[src/rtl/input_pkg.sv]
// rtl/input_pkg.sv - shared source and arbiter state types for the input path
package input_pkg;

    typedef enum logic [1:0] {
        SRC_PS2 = 2'd0,
        SRC_IR  = 2'd1,
        SRC_NES = 2'd2
    } src_e;

    typedef enum logic [1:0] {
        ST_IDLE  = 2'd0,
        ST_CLAIM = 2'd1,
        ST_OWNED = 2'd2
    } arb_state_e;

    // Successor of a source in the fixed round-robin ring PS2 -> IR -> NES -> PS2.
    function automatic src_e src_next(input src_e s);
        case (s)
            SRC_PS2: src_next = SRC_IR;
            SRC_IR:  src_next = SRC_NES;
            default: src_next = SRC_PS2;
        endcase
    endfunction

endpackage

[src/rtl/rr_pick.sv]
// rtl/rr_pick.sv - round-robin choice of the first active source after the last owner
module rr_pick
    import input_pkg::*;
(
    input  logic [2:0] active,
    input  src_e       last_owner,
    output logic       valid,
    output src_e       pick
);

    src_e first_src;
    src_e second_src;

    assign first_src  = src_next(last_owner);
    assign second_src = src_next(first_src);

    // Search starts just after the last owner, so the last owner has lowest priority.
    always_comb begin
        valid = |active;
        pick  = SRC_PS2;
        if (active[first_src]) begin
            pick = first_src;
        end else if (active[second_src]) begin
            pick = second_src;
        end else if (active[last_owner]) begin
            pick = last_owner;
        end
    end

endmodule

[src/rtl/input_arbiter.sv]
// rtl/input_arbiter.sv - grants the input decoder to one of PS/2, IR or NES controllers
module input_arbiter
    import input_pkg::*;
#(
    parameter int CLAIM_CYCLES = 4,
    parameter int HOLD_CYCLES  = 1000000
) (
    input  logic       CLK,
    input  logic       RST_N,
    input  logic [3:0] PDir,
    input  logic       PReadable,
    input  logic [3:0] IDir,
    input  logic       IReadable,
    input  logic [3:0] NDir,
    input  logic       NReadable,
    output logic [1:0] Choice,
    output logic       Locked,
    output logic       Switched
);

    localparam int CW = $clog2(CLAIM_CYCLES + 1);
    localparam int HW = $clog2(HOLD_CYCLES);
    localparam logic [CW-1:0] CLAIM_LAST = CW'(CLAIM_CYCLES - 1);
    localparam logic [CW-1:0] CLAIM_FULL = CW'(CLAIM_CYCLES);
    localparam logic [HW-1:0] HOLD_LAST  = HW'(HOLD_CYCLES - 1);

    arb_state_e    state;
    src_e          cand;
    src_e          last_owner;
    src_e          choice_q;
    logic [CW-1:0] claim_cnt;
    logic [HW-1:0] idle_cnt;

    logic [2:0] readable;
    logic [2:0] active;
    logic       pick_valid;
    src_e       pick;

    assign readable = {NReadable, IReadable, PReadable};
    assign active   = readable & {|NDir, |IDir, |PDir};
    assign Choice   = choice_q;

    rr_pick u_rr_pick (
        .active     (active),
        .last_owner (last_owner),
        .valid      (pick_valid),
        .pick       (pick)
    );

    // Arbitration FSM: pick a candidate, make it prove steady activity, then hold until idle or unplugged.
    always_ff @(posedge CLK) begin
        if (!RST_N) begin
            state      <= ST_IDLE;
            cand       <= SRC_PS2;
            last_owner <= SRC_NES;
            choice_q   <= SRC_PS2;
            claim_cnt  <= '0;
            idle_cnt   <= '0;
            Locked     <= 1'b0;
            Switched   <= 1'b0;
        end else begin
            Switched <= 1'b0;
            case (state)
                ST_IDLE: begin
                    if (pick_valid) begin
                        cand      <= pick;
                        claim_cnt <= '0;
                        state     <= ST_CLAIM;
                    end
                end
                ST_CLAIM: begin
                    if (!active[cand]) begin
                        claim_cnt <= '0;
                        state     <= ST_IDLE;
                    end else if (claim_cnt == CLAIM_LAST) begin
                        claim_cnt  <= CLAIM_FULL;
                        idle_cnt   <= '0;
                        choice_q   <= cand;
                        last_owner <= cand;
                        Locked     <= 1'b1;
                        Switched   <= 1'b1;
                        state      <= ST_OWNED;
                    end else begin
                        claim_cnt <= claim_cnt + CW'(1);
                    end
                end
                ST_OWNED: begin
                    // A disconnected owner releases at once; an idle one only after the hold window.
                    if (!readable[choice_q] || (!active[choice_q] && idle_cnt == HOLD_LAST)) begin
                        idle_cnt  <= '0;
                        claim_cnt <= '0;
                        Locked    <= 1'b0;
                        state     <= ST_IDLE;
                    end else if (active[choice_q]) begin
                        idle_cnt <= '0;
                    end else begin
                        idle_cnt <= idle_cnt + HW'(1);
                    end
                end
                default: begin
                    state  <= ST_IDLE;
                    Locked <= 1'b0;
                end
            endcase
        end
    end

endmodule

[config.mk]
export PLATFORM = sky130hd
export DESIGN_NAME = input_arbiter
export DESIGN_NICKNAME = d
export VERILOG_FILES = /design/src/rtl/input_pkg.sv /design/src/rtl/rr_pick.sv /design/src/rtl/input_arbiter.sv
export SDC_FILE = /design/constraint.sdc
export NUM_CORES = 1
export LEC_CHECK = 0
export CAP_MARGIN = 15
export CORE_AREA = 4 4 72 87
export CTS_CLUSTER_DIAMETER = 50
export DETAILED_ROUTE_END_ITERATION = 12
export DIE_AREA = 0 0 76 91
export SETUP_SLACK_MARGIN = 0.05
export SLEW_MARGIN = 20
export SYNTH_ARGS = -nofsm -noshare
export SYNTH_HDL_FRONTEND = slang
export SYNTH_SLANG_ARGS = --single-unit
[constraint.sdc]
create_clock -name CLK -period 2.4 [get_ports CLK]
set_clock_uncertainty 0.2 [all_clocks]
set_input_delay 0.48 -clock CLK [delete_from_list [all_inputs] [get_ports CLK]]
set_output_delay 0.48 -clock CLK [all_outputs]
set_load 0.05 [all_outputs]
# --- After elaboration in Yosys (flattened, before gate mapping) ---
# Cells that the tools add are included.
# Widths: inputs -> output; s select.
word_totals:
  elab_cells: 85
  input_bits: 17
  output_inout_bits: 4
  regBits: 33
classes:
  n_lt_le_gt_ge: 5
  addsub: 2
  eq_ne: 11
  bitwise: 2
  muxes: 37
  reduce_logical: 20
op_table:
  columns: ["cell", "n"]
  rows:
  - ["$mux 20", 4]
  - ["$pmux 20 s2", 1]
  - ["$add 20x1->20 const B", 1]
  - ["$eq 20x20->1 const B", 1]
  - ["$lt 2x3->1 const B", 5]
  - ["$reduce_and 3->1", 5]
  - ["$mux 2", 7]
  - ["$bmux 1 s2", 6]
  - ["$mux 3", 4]
  - ["$reduce_or 4->1", 3]
  - ["$mux 1", 10]
  - ["$pmux 3 s3", 1]
  - ["$ne 2x2->1 const B", 4]
  - ["$pmux 2 s2", 2]
  - ["$eq 2x1->1 const B", 3]
  - ["$logic_not 2->1", 3]
  - ["$pmux 2 s3", 1]
  - ["$reduce_and 4->1", 1]
  - ["$add 3x1->3 const B", 1]
  - ["$and 3x3->3", 1]
  - ["$eq 3x2->1 const B", 1]
  - ["$ne 3x3->1 const B", 1]
  - ["$pmux 1 s3", 1]
  - ["$reduce_bool 3->1", 1]
  - ["8 further kinds", 9]

# --- Logic depth before layout (Yosys ltp) ---
# Gate-level depths: netlist of the first run.
logic_depth:
  depth_word: 9
  ltp_mapped: 9
  depth_no_buf: 7

# --- Hierarchy ---
# From an unflattened synthesis of the first run, not the netlist that was laid out.
unflattened:
  hier_cells: 221
  area_unflattened_um2: 1804.2
modules_own_cells:
  columns: ["module", "cells_per_inst", "area_each_um2", "n_inst"]
  rows:
  - ["input_arbiter", 213, 1754.2, 1]
  - ["rr_pick", 8, 50.0, 1]

# --- Least setup slack after synthesis of the first run ---
# Ideal clock, no wire load.
synth_path:
  kind: "register to register"
  start: "reg claim_cnt[0]"
  end: "reg idle_cnt[10]"
  slack_ps: -132
  t_required_ps: 2114
  period_less_slack_ps: 2532
  arrival_time_ps: 2246
  setup_time_ps: 86
  path_stages_with_launch: 9
  path_cell_list: "dfxtp_1 ha_1 ha_1 nand3b_4 or4b_4 o311a_2 buf_6 or4_1 a211oi_1"
synth_between:
  elab_chain_len: 3
synth_lines:
  columns: ["element", "line", "text"]
  rows:
  - ["from (decl)", "input_arbiter.sv:31", "logic [CW-1:0] claim_cnt;"]
  - ["from (signal assigned)", "input_arbiter.sv:84", "claim_cnt <= claim_cnt + CW'(1);"]
  - ["$eq 3x2->1", "input_arbiter.sv:75", "end else if (claim_cnt == CLAIM_LAST) begin"]
  - ["$ne 2x2->1 (no source line)", null, null]
  - ["$reduce_and 3->1 (no source line)", null, null]
  - ["to (signal assigned)", "input_arbiter.sv:97", "idle_cnt <= idle_cnt + HW'(1);"]
  - ["to (decl)", "input_arbiter.sv:32", "logic [HW-1:0] idle_cnt;"]
# Every way passes these cells.
# A chain may end at the register's enable or synchronous reset.

# --- Worst setup path in the final report of the first run ---
layout_path:
  start: "reg claim_cnt[0]"
  end: "reg idle_cnt[12]"
# The elaborated chain is that of the path after synthesis.

==> summary.txt, run 1 <==
Status
  – Status: finished with violations
  – Violated checks: setup timing

Global route
  – Gr busiest metal: met2
  – Initial antenna violation count: 0
  – Total track usage: 0.154
  – First-pass GRT wire length: 8.86 mm
  – Largest net degree at the start of global routing: 29
  – Met1 global-route usage: 0.197
  – GRT overflow: 0
  – GR Util met2: 0.254
  – Met3 Resource Use GR: 0.0337
  – Via count of the first global-routing pass: 1798

Floorplan
  – Die ar.: 6920 µm²
  – Core Box Area: 5330 µm²
  – Ports: 21
  – Initial Utilization: 0.339
  – Height of the die: 91 µm
  – Die width: 76 µm
  – Row count: 29

Timing
  – Normalized max-slew margin: 0.658
  – Final slew viol count: 0
  – Max Freq: 401 MHz
  – Final worst path period share: 1.04
  – Final setup margin: -96.7 ps
  – Worst slew pin tran: 511 ps
  – Unrepaired setup endpoints after global routing: true
  – Post-layout minimum cycle time: 2500 ps
  – Final hold vios: 0
  – Final setup fails: 20

Final layout
  – Layout cells sized above 1: 0.294
  – Non-Filler Instances: 327
  – Diode count: 0
  – Area Overhead vs Synth: 48.2%
  – # nets final: 284
  – Post-route core utilization: 0.502

Logic synthesis
  – Synthesized cell area: 1810 µm²
  – Ys flop type: dfxtp_1
  – Syn Area/Cell: 8.48 µm²
  – Post-synth EDFFs: 0
  – Cell taking the most area after synthesis: dfxtp_1
  – Largest cells by area after synthesis: dfxtp_1 35%, a211oi_1 8.3%, or4_1 5.0%
  – Net Count, Synth: 233
  – Gate Count Post-Synth: 213
  – Top post-synthesis cells by count: 32 x dfxtp_1, 20 x a211oi_1, 20 x nand2_1
  – Most common cell in the netlist: dfxtp_1
  – Synth cell types: 44
  – Post-synth ARST share: 0
  – #FFs+latches synth: 32
  – Sequential element share of the synthesized area: 0.355
  – Post-synth top area share: 0.355
  – Yosys warns: 0

Power and ir drop
  – Leakage: 0.931 nW
  – Power share of the sequential group: 0.461
  – Clock network power share: 0.437
  – Maximum VDD drop: 0.318 mV
  – Sw Share: 0.231
  – Switch Pwr: 273 µW
  – Final Power: 1.18 mW
  – Power density over cell area: 441 nW/µm²
  – Internal: 908 µW
  – Combinational share of power: 0.102

Clock tree
  – TritonCTS Buffers: 5
  – Post-CTS Hold Buffers: 0
  – CTS tree: done
  – Root Driver: clkbuf_8
  – Worst skew pair latency: 290 ps
  – Longest Clk Path Bufs: 2
  – Clock sinks: 32
  – H-tree depth: 2
  – CTS clock-pin slew for the worst setup and hold paths: 70 ps

Route
  – Drt wl/cell: 16.4 µm
  – DR vias: 1879
  – Wirelength, routed: 5.35 mm
  – DRC violations left: 0
  – Routed Antenna Nets: 0
  – Vias per cell: 5.75
  – Initial drt markers: 115
  – First drt pass iteration count: 4

Setup path
  – Cell mode on critical path: ha_4
  – Slowest stage delay, CP: 580 ps
  – CP cell instances: ha_4 > ha_4 > nand3b_4 > or4b_4 > o311a_4 > buf_12 > or4_4 > a211oi_2
  – CP arrival: 2510 ps
  – Critical path class: reg2reg
  – Setup crit start kind: flip-flop
  – Crit. End Element: flip-flop
  – Max Fanout on Critical Path: 8
  – Worst path required time: 2410 ps
  – Worst path slowest cell: or4b_4

Placed design
  – IO buf count: 20
  – Detailed placement HPWL: 3.32 mm
  – Final GP Congestion: 0.767
  – Cell Count Post-Placement: 308

Flow run
  – MaxCap Viol Count: 0

Worst hold path
  – Hold WC Path Type: reg2reg
[through the flow]
| stage | cell area, µm² | hold slack, ps | setup TNS (ps) | worst slack, ps |
|---|---|---|---|---|
| 2_1_floorplan | 1850 | 259 | -224 | -48.3 |
| 3_3_place_gp | 2280 | 273 | -9990 | -416 |
| 3_5_place_dp | 2280 | 284 | -10410 | -468 |
| 4_1_cts | 2580 | 291 | -683 | -95.1 |
| 5_1_grt | 2680 | 322 | -2120 | -154 |
| 6_report | 2680 | 293 | -900 | -96.7 |
[final cells by class]
| type | count | area, µm² |
|---|---|---|
| repair buffers | 53 | 524 |
| well taps | 62 | 77.6 |
| flip-flops and latches | 32 | 643 |
| multi-input cells | 164 | 1290 |
| fillers | 504 | 2660 |
| clock buffers | 6 | 72.6 |
| clock inverters | 2 | 35.0 |
| inverters | 8 | 30.0 |
[power by group through the flow]
stage | registers [mW] | clock network [mW] | logic (mW)
floorplan | 0.555 | 0 | 0.0443
global placement | 0.555 | 0 | 0.116
detailed placement | 0.555 | 0 | 0.116
CTS | 0.544 | 0.533 | 0.117
global route | 0.545 | 0.557 | 0.131
finish | 0.545 | 0.517 | 0.120
[critical path, delay by kind of cell, from the launching register on]
family,cells,cell delay (ps)
flops,1,350
simple gates,3,1070
fa+ha+maj,2,270
buf+inv,1,150
compound gates,2,370
[kinds of logic (layout without fill, tap and decap cells)]
group / after synthesis / in the layout / share of synthesized area
compound gates: 68 / 70 / 0.270
xor+xnor: 1 / 1 / 0.00485
flops: 32 / 32 / 0.355
simple gates: 86 / 86 / 0.280
fa+ha+maj: 3 / 3 / 0.0208
buf+inv: 19 / 69 / 0.0471
mux: 4 / 4 / 0.0229
[state kept, by name, indices dropped and copies added, names as in the netlist]
register and cells:
Choice 1, Locked 1, Switched 1, cand 2
claim_cnt 3, idle_cnt 20, last_owner 2, state 2
[cells in the final DEF, fill, tap and decap left out, types with 3 or more instances in the layout]
cell type / count
nor2_1: 5
nand4_1: 4
clkbuf_8: 5
nor3_1: 3
dlymetal6s2s_1: 4
and3_1: 4
dfxtp_1: 30
clkdlybuf4s50_1: 6
o31ai_2: 3
a211oi_2: 11
buf_6: 5
or4_1: 9
and2_1: 3
or3_1: 7
a211oi_1: 9
dlygate4sd2_1: 10
nand2_1: 20
mux2i_1: 3
o31ai_1: 7
inv_1: 8
nand3_1: 12
o21ai_0: 11
buf_4: 24
or4_4: 3
a21oi_1: 8
[path summary, 6_finish.rpt]
path	from	endpoint	slack [ps]	depth (start not counted)
max reg2reg	claim_cnt[0]$_SDFFE_PN0P_	idle_cnt[12]$_SDFFE_PN0P_	-100	8
min reg2reg	idle_cnt[19]$_SDFFE_PN0P_	idle_cnt[19]$_SDFFE_PN0P_	290	2
min	idle_cnt[19]$_SDFFE_PN0P_	idle_cnt[19]$_SDFFE_PN0P_	290	2
max	claim_cnt[0]$_SDFFE_PN0P_	idle_cnt[12]$_SDFFE_PN0P_	-100	8
[routing by layer]
metal  vias to the layer above  wire length [µm]
met5                         -                 0
met4                         0                82
met3                         7               193
met2                        42              2680
met1                       884              2400
li1                        946                 -
[timing repair]
item	4_1_cts	5_1_grt
pin swaps	8	18
gates cloned	5	1
gates resized for setup	33	18
setup endpoints to repair	23	30
buffers inserted	5	0
Note: power is estimated with default switching activity, not from simulation.
==> run 2: changes to the inputs <==
--- a/config.mk
+++ b/config.mk
@@ -7,7 +7,6 @@
 export LEC_CHECK = 0
 export CAP_MARGIN = 15
 export CORE_AREA = 4 4 72 87
-export CTS_CLUSTER_DIAMETER = 50
 export DETAILED_ROUTE_END_ITERATION = 12
 export DIE_AREA = 0 0 76 91
 export SETUP_SLACK_MARGIN = 0.05
==> results of run 2 <==
Final layout, timing and power as in run 1 (identical DEF).
==> run 3: changes to the inputs <==
--- a/config.mk
+++ b/config.mk
@@ -10,7 +10,6 @@
 export DETAILED_ROUTE_END_ITERATION = 12
 export DIE_AREA = 0 0 76 91
 export SETUP_SLACK_MARGIN = 0.05
-export SLEW_MARGIN = 20
 export SYNTH_ARGS = -nofsm -noshare
 export SYNTH_HDL_FRONTEND = slang
 export SYNTH_SLANG_ARGS = --single-unit
==> constraint.sdc (replaced) <==
create_clock -name CLK -period 2.94 [get_ports CLK]
set_clock_uncertainty 0.2 [all_clocks]
set_input_delay 0.588 -clock CLK [delete_from_list [all_inputs] [get_ports CLK]]
set_output_delay 0.588 -clock CLK [all_outputs]
set_load 0.05 [all_outputs]
==> run 3 against run 2 <==
Effect of this change: the flow now finishes without violations; final area is 16% lower; clock-buffer cell count is 2 higher; critical path depth is 1 lower; power is 26% lower; worst setup slack better by 290 ps; final cell count is 6.4% lower; wire length is 18% lower; combinational power is 32% lower; die area stayed put; sequential share of layout area is 4.5 points higher; first-iteration DRC count is 9.6% lower; via count is 6.7% lower; critical path type is now in2reg.
==> summary.txt, run 3 (synthesis results as in run 1) <==
Status
  – Status: complete, no violations (was finished with violations)

Setup path
  – Max Fanout on Critical Path: 31 (was 8)
  – Kind of cell adding the most delay to the critical path: simple AND/OR/NAND/NOR gates (unchanged)
  – Worst path required time: 2930 ps (was 2410 ps)
  – Critical path class: in2reg (was reg2reg)
  – Crit. End Element: flip-flop (unchanged)
  – Reg2Reg Depth: 8 (unchanged)
  – CP cell instances: clkdlybuf4s50_1 > o41ai_2 > or4b_4 > o311a_2 > buf_12 > or4_1 > a211oi_1 (was ha_4 > ha_4 > nand3b_4 > or4b_4 > o311a_4 > buf_12 > or4_4 > a211oi_2)
  – Reg2reg end: idle_cnt[12]$_SDFFE_PN0P_ (unchanged)
  – Slowest stage delay, CP: 500 ps (was 580 ps)
  – Worst path slowest cell: or4_1 (was or4b_4)
  – Internal reg-to-reg setup slack: 200 ps (was -100 ps)
  – CP Buf/Inv Count: 2 (was 1)
  – Reg-to-Reg Start: claim_cnt[0]$_SDFFE_PN0P_ (unchanged)
  – CP arrival: 2740 ps (was 2510 ps)
  – Setup crit start kind: primary input (was flip-flop)

Route
  – Wirelength, routed: 4.38 mm (was 5.35 mm)
  – Initial drt markers: 104 (was 115)
  – Routed Antenna Nets: 0 (unchanged)
  – Drt wl/cell: 14.3 µm (was 16.4 µm)
  – DRC violations left: 0 (unchanged)
  – DR vias: 1754 (was 1879)
  – First drt pass iteration count: 4 (unchanged)
  – Vias per cell: 5.73 (was 5.75)

Placed design
  – Detailed placement HPWL: 3.15 mm (was 3.32 mm)
  – Pre-CTS setup slack: -94.5 ps (was -468 ps)
  – Final GP Congestion: 0.762 (was 0.767)
  – IO buf count: 20 (unchanged)

Floorplan
  – Height of the die: 91 µm (unchanged)
  – Die width: 76 µm (unchanged)
  – Die ar.: 6920 µm² (unchanged)
  – Ports: 21 (unchanged)
  – Row count: 29 (unchanged)
  – Core Box Area: 5330 µm² (unchanged)
  – Initial Utilization: 0.339 (unchanged)

Timing
  – Max Freq: 364 MHz
  – Final setup fails: 0 (was 20)
  – Final setup margin: 193 ps (was -96.7 ps)
  – Final hold vios: 0 (unchanged)
  – Worst slew pin tran: 644 ps (was 511 ps)
  – Unrepaired setup endpoints after global routing: false (was true)
  – Post-layout minimum cycle time: 2750 ps
  – Final slew viol count: 0 (unchanged)
  – Final hold slack: 287 ps (was 293 ps)
  – Normalized max-slew margin: 0.567 (was 0.658)
  – Final worst path period share: 0.934

Worst hold path
  – HP Start: idle_cnt[18]$_SDFFE_PN0P_ (was idle_cnt[19]$_SDFFE_PN0P_)
  – Hold WC Path Type: reg2reg (unchanged)
  – Hold path depth: 2 (unchanged)
  – Worst Hold Path EP: idle_cnt[18]$_SDFFE_PN0P_ (was idle_cnt[19]$_SDFFE_PN0P_)

Global route
  – Largest net degree at the start of global routing: 32 (was 29)
  – Total track usage: 0.134 (was 0.154)
  – GRT overflow: 0 (unchanged)
  – Initial antenna violation count: 0 (unchanged)
  – Via count of the first global-routing pass: 1637 (was 1798)
  – First-pass GRT wire length: 7.83 mm (was 8.86 mm)

Final layout
  – Max reg flops: 20 (unchanged)
  – Commonest non-fill, non-tap cell in the layout: dfxtp_1 (unchanged)
  – # nets final: 263 (was 284)
  – Most frequent cells in the layout: 32 x dfxtp_1, 20 x nand2_1, 20 x a211oi_1, 20 x clkdlybuf4s50_1 (was 30 x dfxtp_1, 24 x buf_4, 20 x nand2_1, 12 x nand3_1)
  – Largest Register: idle_cnt (unchanged)
  – Area Overhead vs Synth: 24.5% (was 48.2%)
  – Layout cells sized above 1: 0.107 (was 0.294)
  – Diode count: 0 (unchanged)
  – Top Registers: idle_cnt (20), claim_cnt (3) (unchanged)

Clock tree
  – Root Driver: clkbuf_8 (unchanged)
  – Clock sinks: 32 (unchanged)
  – Worst skew pair latency: 280 ps (was 290 ps)
  – CTS clock-pin slew for the worst setup and hold paths: 70 ps (about the same)
  – Post-cts gate resize count: 0 (was 33)
  – H-tree depth: 2 (unchanged)
  – CTS tree: done (unchanged)
  – Post-CTS Hold Buffers: 0 (unchanged)
  – Longest Clk Path Bufs: 2 (unchanged)
  – Postcts setup bufs: 0 (was 5)
  – TritonCTS Buffers: 5 (unchanged)

Power and ir drop
  – Leakage: 0.706 nW (was 0.931 nW)
  – Power density over cell area: 389 nW/µm² (was 441 nW/µm²)
  – Maximum VDD drop: 0.164 mV (was 0.318 mV)

Flow run
  – MaxCap Viol Count: 0 (unchanged)
run 3: final cells by class:
| cell class | count | area, µm² |
|---|---|---|
| Sequential cell | 32 | 641 |
| Timing Repair Buffer | 34 | 330 |
| Clock buffer | 8 | 90.1 |
| Multi-Input combinational cell | 162 | 1080 |
| Tap cell | 62 | 77.6 |
| Fill cell | 542 | 3080 |
| Inverter | 8 | 30.0 |
run 3: layer usage:
| layer | GRT usage | wire [µm] | vias up |
|---|---|---|---|
| met5 | 0 | 0 | - |
| met1 | 0.176 | 2080 | 810 |
| met4 | 0.0356 | 36 | 0 |
| met3 | 0.0376 | 180 | 5 |
| li1 | - | - | 901 |
| met2 | 0.216 | 2070 | 38 |
run 3: worst max-delay path by stage:
stage,slack [ps],cells past startpoint,start,to
after floorplan,410,8,claim_cnt[0]$_SDFFE_PN0P_,idle_cnt[10]$_SDFFE_PN0P_
after global placement,-50,7,IDir[1],idle_cnt[9]$_SDFFE_PN0P_
after detailed placement,-90,7,IDir[1],idle_cnt[18]$_SDFFE_PN0P_
after CTS,190,8,claim_cnt[0]$_SDFFE_PN0P_,idle_cnt[9]$_SDFFE_PN0P_
after global routing,70,8,claim_cnt[0]$_SDFFE_PN0P_,idle_cnt[10]$_SDFFE_PN0P_
final,190,7,IDir[0],idle_cnt[12]$_SDFFE_PN0P_
run 3: power by group:
group | leakage (nW) | internal, mW | switching, mW
Combinational | 0.402 | 0.0452 | 0.0367
Sequential | 0.258 | 0.438 | 0.00545
Clock | 0.0455 | 0.191 | 0.160
run 3: worst reg2reg max path, cell delays in order (launching register included):
cell      delay, ps
dfxtp_1         350
ha_1            160
ha_1            240
nand3b_4        120
or4b_4          530
o311a_2         150
buf_12          170
or4_1           510
a211oi_1        240
run 3: per-stage QoR:
stage	total power, mW	std cells	TNS [ps]	instance area (µm²)	util
floorplan	0.487	213	0	1810	-
global placement	0.534	298	-461	2160	0.405
detailed placement	0.535	298	-948	2160	0.405
CTS	0.890	306	0	2250	0.422
global route	0.919	306	0	2250	0.422
finish	0.876	306	0	2250	0.422
